**src/rtl/rv_mem_arbiter.sv**
```systemverilog
// Arbitrates one fixed-latency single-port memory between instruction fetch and data access.
// Data wins by default; IF is granted after MAX_D_BURST back-to-back data grants while it waits.
module rv_mem_arbiter #(
  parameter int MEM_LAT     = 2,
  parameter int MAX_D_BURST = 2
) (
  input  logic        clk,
  input  logic        rst,
  input  logic        if_req,
  input  logic [31:0] if_addr,
  input  logic        if_kill,
  output logic [31:0] if_rdata,
  output logic        if_ready,
  output logic        if_stall,
  input  logic        d_req,
  input  logic        d_we,
  input  logic [31:0] d_addr,
  input  logic [31:0] d_wdata,
  input  logic [3:0]  d_wstrb,
  output logic [31:0] d_rdata,
  output logic        d_ready,
  output logic        d_stall,
  output logic        mem_en,
  output logic        mem_we,
  output logic [31:0] mem_addr,
  output logic [31:0] mem_wdata,
  output logic [3:0]  mem_wstrb,
  input  logic [31:0] mem_rdata,
  output logic        busy
);

  typedef enum logic [1:0] {IDLE, ISSUE, WAIT, RESP} state_t;

  state_t      state_q, state_d;
  logic        owner_if_q, owner_if_d;
  logic        kill_q, kill_d;
  logic [3:0]  burst_q, burst_d;
  logic [3:0]  lat_q, lat_d;
  logic        mem_we_q, mem_we_d;
  logic [31:0] mem_addr_q, mem_addr_d;
  logic [31:0] mem_wdata_q, mem_wdata_d;
  logic [3:0]  mem_wstrb_q, mem_wstrb_d;

  logic gnt_d, gnt_if;

  always_comb begin
    gnt_d  = 1'b0;
    gnt_if = 1'b0;
    if (d_req && (burst_q < 4'(MAX_D_BURST))) begin
      gnt_d = 1'b1;
    end else if (if_req && !if_kill) begin
      gnt_if = 1'b1;
    end else if (d_req) begin
      gnt_d = 1'b1;
    end
  end

  always_comb begin
    state_d     = state_q;
    owner_if_d  = owner_if_q;
    kill_d      = kill_q;
    burst_d     = burst_q;
    lat_d       = lat_q;
    mem_we_d    = mem_we_q;
    mem_addr_d  = mem_addr_q;
    mem_wdata_d = mem_wdata_q;
    mem_wstrb_d = mem_wstrb_q;
    case (state_q)
      IDLE: begin
        kill_d = 1'b0;
        if (gnt_d) begin
          owner_if_d  = 1'b0;
          mem_we_d    = d_we;
          mem_addr_d  = d_addr;
          mem_wdata_d = d_wdata;
          mem_wstrb_d = d_wstrb;
          // Only data grants that actually bypass a waiting fetch count toward the burst.
          if (!if_req) begin
            burst_d = 4'd0;
          end else if (burst_q < 4'(MAX_D_BURST)) begin
            burst_d = burst_q + 4'd1;
          end
          state_d = ISSUE;
        end else if (gnt_if) begin
          owner_if_d  = 1'b1;
          mem_we_d    = 1'b0;
          mem_addr_d  = if_addr;
          mem_wstrb_d = 4'b0000;
          burst_d     = 4'd0;
          state_d     = ISSUE;
        end
      end
      ISSUE: begin
        lat_d   = 4'(MEM_LAT - 1);
        state_d = (MEM_LAT == 1) ? RESP : WAIT;
      end
      WAIT: begin
        lat_d = lat_q - 4'd1;
        if (lat_q <= 4'd1) begin
          state_d = RESP;
        end
      end
      RESP: begin
        state_d = IDLE;
      end
      default: state_d = IDLE;
    endcase
    if ((state_q != IDLE) && owner_if_q && if_kill) begin
      kill_d = 1'b1;
    end
  end

  always_ff @(posedge clk or posedge rst) begin
    if (rst) begin
      state_q     <= IDLE;
      owner_if_q  <= 1'b0;
      kill_q      <= 1'b0;
      burst_q     <= 4'd0;
      lat_q       <= 4'd0;
      mem_we_q    <= 1'b0;
      mem_addr_q  <= 32'd0;
      mem_wdata_q <= 32'd0;
      mem_wstrb_q <= 4'b0000;
    end else begin
      state_q     <= state_d;
      owner_if_q  <= owner_if_d;
      kill_q      <= kill_d;
      burst_q     <= burst_d;
      lat_q       <= lat_d;
      mem_we_q    <= mem_we_d;
      mem_addr_q  <= mem_addr_d;
      mem_wdata_q <= mem_wdata_d;
      mem_wstrb_q <= mem_wstrb_d;
    end
  end

  assign mem_en    = (state_q == ISSUE);
  assign mem_we    = mem_en & mem_we_q;
  assign mem_addr  = mem_addr_q;
  assign mem_wdata = mem_wdata_q;
  assign mem_wstrb = mem_wstrb_q;
  assign busy      = (state_q != IDLE);

  // A kill arriving in the response cycle itself must still swallow the fetch.
  assign if_ready  = (state_q == RESP) & owner_if_q & ~kill_q & ~if_kill;
  assign d_ready   = (state_q == RESP) & ~owner_if_q;
  assign if_rdata  = mem_rdata;
  assign d_rdata   = mem_rdata;
  assign if_stall  = if_req & ~if_ready;
  assign d_stall   = d_req & ~d_ready;

endmodule

```
**config.mk**
```make
export PLATFORM = sky130hd
export DESIGN_NAME = rv_mem_arbiter
export DESIGN_NICKNAME = d
export VERILOG_FILES = /design/src/rtl/rv_mem_arbiter.sv
export SDC_FILE = /design/constraint.sdc
export NUM_CORES = 1
export LEC_CHECK = 0
export ABC_AREA = 1
export CAP_MARGIN = 20
export CORE_AREA = 2 2 108 110
export DETAILED_ROUTE_END_ITERATION = 10
export DIE_AREA = 0 0 110 112
export DONT_BUFFER_PORTS = 1
export SLEW_MARGIN = 10
export SYNTH_ARGS = -nofsm -noshare
export SYNTH_HDL_FRONTEND = slang
export SYNTH_SLANG_ARGS = --single-unit
```
**constraint.sdc**
```tcl
create_clock -name clk -period 6.6 [get_ports clk]
set_input_delay 0.66 -clock clk [delete_from_list [all_inputs] [get_ports clk]]
set_output_delay 0.66 -clock clk [all_outputs]
set_load 0.02 [all_outputs]
```
==> flow_metrics.py <==
metrics = {
    "run_status": {
        "outcome": "complete, no violations",
    },
    "place": {
        "place_area_sq_mm": 0.00390,
        "gp_congestion": 0.794,
        "place_ws_ns": 4.03,
        "place.port_buffers": 0,
        "place_hpwl_um": 6720,
    },
    "sta": {
        "layout_setup_ws_ns": 3.99,
        "final-setup-viol-count": 0,
        "rsz0062_at_grt": "no",
        "slew_violations": 0,
        "finalHoldViolCount": 0,
        "fin_skew_ns": 0.00706,
        "fin_crit_sh_pct": 39.5,
        "holdWs_ns": 0.328,
        "fin_tns_setup_ns": 0,
        "layout_min_cycle_time_ns": 2.61,
        "max_slew_margin_pct": 40.2,
        "max_freq_mhz": 384,
        "tightestPinTransition_ns": 0.891,
    },
    "die": {
        "io_pins": 277,
        "dieWidth_um": 110,
        "core-area_sq_mm": 0.0112,
        "die_y_um": 112,
        "die-area_sq_mm": 0.0123,
        "initial_core_util_pct": 38.9,
        "row_count": 39,
    },
    "synth": {
        "synth_area_leaders": "dfrtp_1, nand2_1, buf_4",
        "syn_area_sq_mm": 0.00434,
        "ys_seq_area_share_pct": 46.7,
        "synth-edff-count": 0,
        "ys.flop_type": "dfrtp_1",
        "yosysTopAreaCell": "dfrtp_1",
        "synth_seq_cells": 81,
        "synth_fp_nets": 704,
        "avgSynthCellArea_sq_um": 7.77,
        "netlist.area_leader.share_pct": 46.7,
        "yosysWarnings": 0,
        "synthCells": 559,
        "synth_cell_type_count": 25,
        "async_reset_ff_share_pct": 100,
    },
    "worst_setup_path": {
        "cp.required_ns": 5.94,
        "start_kind": "flip-flop",
        "r2r_slack_ns": 4.19,
        "worst-setup-path-type": "flip-flop to output pin",
        "crit_arrival_ns": 1.95,
        "end_kind": "output pin",
        "crit_fanout": 4,
    },
    "cells_and_area": {
        "multiInputGateArea_sq_mm": 0.00160,
        "register_area_sq_mm": 0.00203,
        "n_antenna_cell": 0,
        "final_nets": 628,
        "syn_to_final_growth_pct": -2.05,
        "drive_above_1_share_pct": 5.74,
        "final_area_sq_mm": 0.00425,
        "fill_cells": 1157,
    },
    "routing": {
        "ant_nets": 0,
        "drc": 0,
        "drt_iter0_markers": 156,
        "dr_total_vias": 3212,
        "via_per_inst": 5.09,
        "wl_um": 10000,
        "firstDrtPassIters": 4,
        "drt-wirelength-per-cell_um": 15.8,
    },
    "cts": {
        "clk_latency_ns": 0.33,
        "cts.repair.resized": 0,
        "cts_root_buffer": "clkbuf_16",
        "clockBufferDepth": 2,
        "clock-sinks": 81,
        "cts-buffers-inserted": 9,
        "post_cts.repair.setup_buffers": 0,
        "ctsHoldBuffers": 0,
        "cts_tree": "done",
        "htreeDepth": 3,
        "clk_pin_slew_ns": 0.06,
    },
    "power": {
        "power_leakage_nw": 2.32,
        "total_power_mw": 2.31,
        "peakVddDrop_uv": 178,
        "power.density_mw_per_mm2": 543,
    },
    "grt": {
        "grt_pass1_vias": 3186,
        "grt_pass1_wl_um": 15400,
        "globalRouteTotalUtil_pct": 16.1,
        "grt_max_degree": 82,
        "antenna_found_initial": 0,
        "grt_overflow": 0,
    },
    "worst_hold_path": {
        "hp-class": "primary input to asynchronous set/reset pin",
    },
    "job": {
        "maxCapViolCount": 0,
    },
}
-- Yosys cell counts, types with 2 or more instances --
| cell | n |
|---|---|
| buf_4 | 71 |
| nand3_1 | 75 |
| buf_6 | 4 |
| nand2_1 | 255 |
| nand2_2 | 3 |
| ha_1 | 7 |
| a21oi_1 | 6 |
| clkbuf_1 | 5 |
| nor2_2 | 2 |
| dfrtp_1 | 81 |
| inv_1 | 16 |
| o21ai_0 | 3 |
| nor2_1 | 9 |
| buf_2 | 11 |
-- registers in the layout, summed over array words and instances (netlist names) --
signal / count
lat_q: 4
mem_wstrb: 4
mem_we_q: 1
state_q: 2
mem_wdata: 32
kill_q: 1
mem_addr: 32
owner_if_q: 1
burst_q: 4
-- worst max-delay path, cell delays in order (launching register included) --
cell and delay (ns):
dfrtp_1 0.40, ha_1 0.19, nand2_1 0.06, nor3_1 0.68
nor2_1 0.27
-- per-layer routing --
layer	global-route usage (%)	wire, um
met2	27.2	4750
met1	17.7	3910
met5	0	0
met3	6.21	1170
met4	7.51	170
-- stage by stage --
stage               std cells  util [%]
floorplan                 559         -
global placement          614      34.9
detailed placement        614      34.9
finish                    631      38.1
global route              631      38.1
CTS                       630      37.9
-- cell families after synthesis --
logic type | share of synthesized area (%)
fa+ha+maj | 2.02
flops | 46.7
buf+inv | 16.6
simple gates | 33.0
compound gates | 1.53
xor+xnor | 0.202
-- cell usage in the layout (no fill, tap or decap), types with 3 or more instances in the layout --
cell type and count:
ha_1 7, nand3_1 75, o21ai_0 3, nand2_2 3, inv_1 15, buf_4 4
nand2_1 255, bufinv_16 3, nor2_1 9, clkbuf_16 9, a21oi_1 6, dfrtp_1 81
-- layout make-up --
class	instances	area share, %
clock inverters	5	2.44
clock buffers	11	5.47
multi-input cells	369	37.5
well taps	143	4.21
inverters	17	1.53
flip-flops and latches	81	47.7
repair buffers	5	1.18
-- where the power goes --
part / total [mW] / leakage, nW / internal, mW / switching [mW]
clock: 0.566 / 0.164 / 0.370 / 0.196
sequential: 1.14 / 1.01 / 0.724 / 0.415
combinational: 0.603 / 1.14 / 0.195 / 0.408
total: 2.31 / 2.32 / 1.29 / 1.02
-- path summary, 6_finish.rpt --
| kind | startpoint | end | cells after the start |
|---|---|---|---|
| setup reg to reg | burst_q[2] | mem_addr[30] | 8 |
| hold reg to reg | mem_we_q | mem_we_q | 2 |
| hold / removal | rst | mem_addr[12] | 2 |
| setup / recovery | state_q[1] | if_stall | 4 |
| max in group asynchronous | rst | mem_wstrb[1] | 3 |
| min in group clk | d_wdata[11] | mem_wdata[11] | 2 |
No activity file was read; power rests on OpenSTA's default activity.
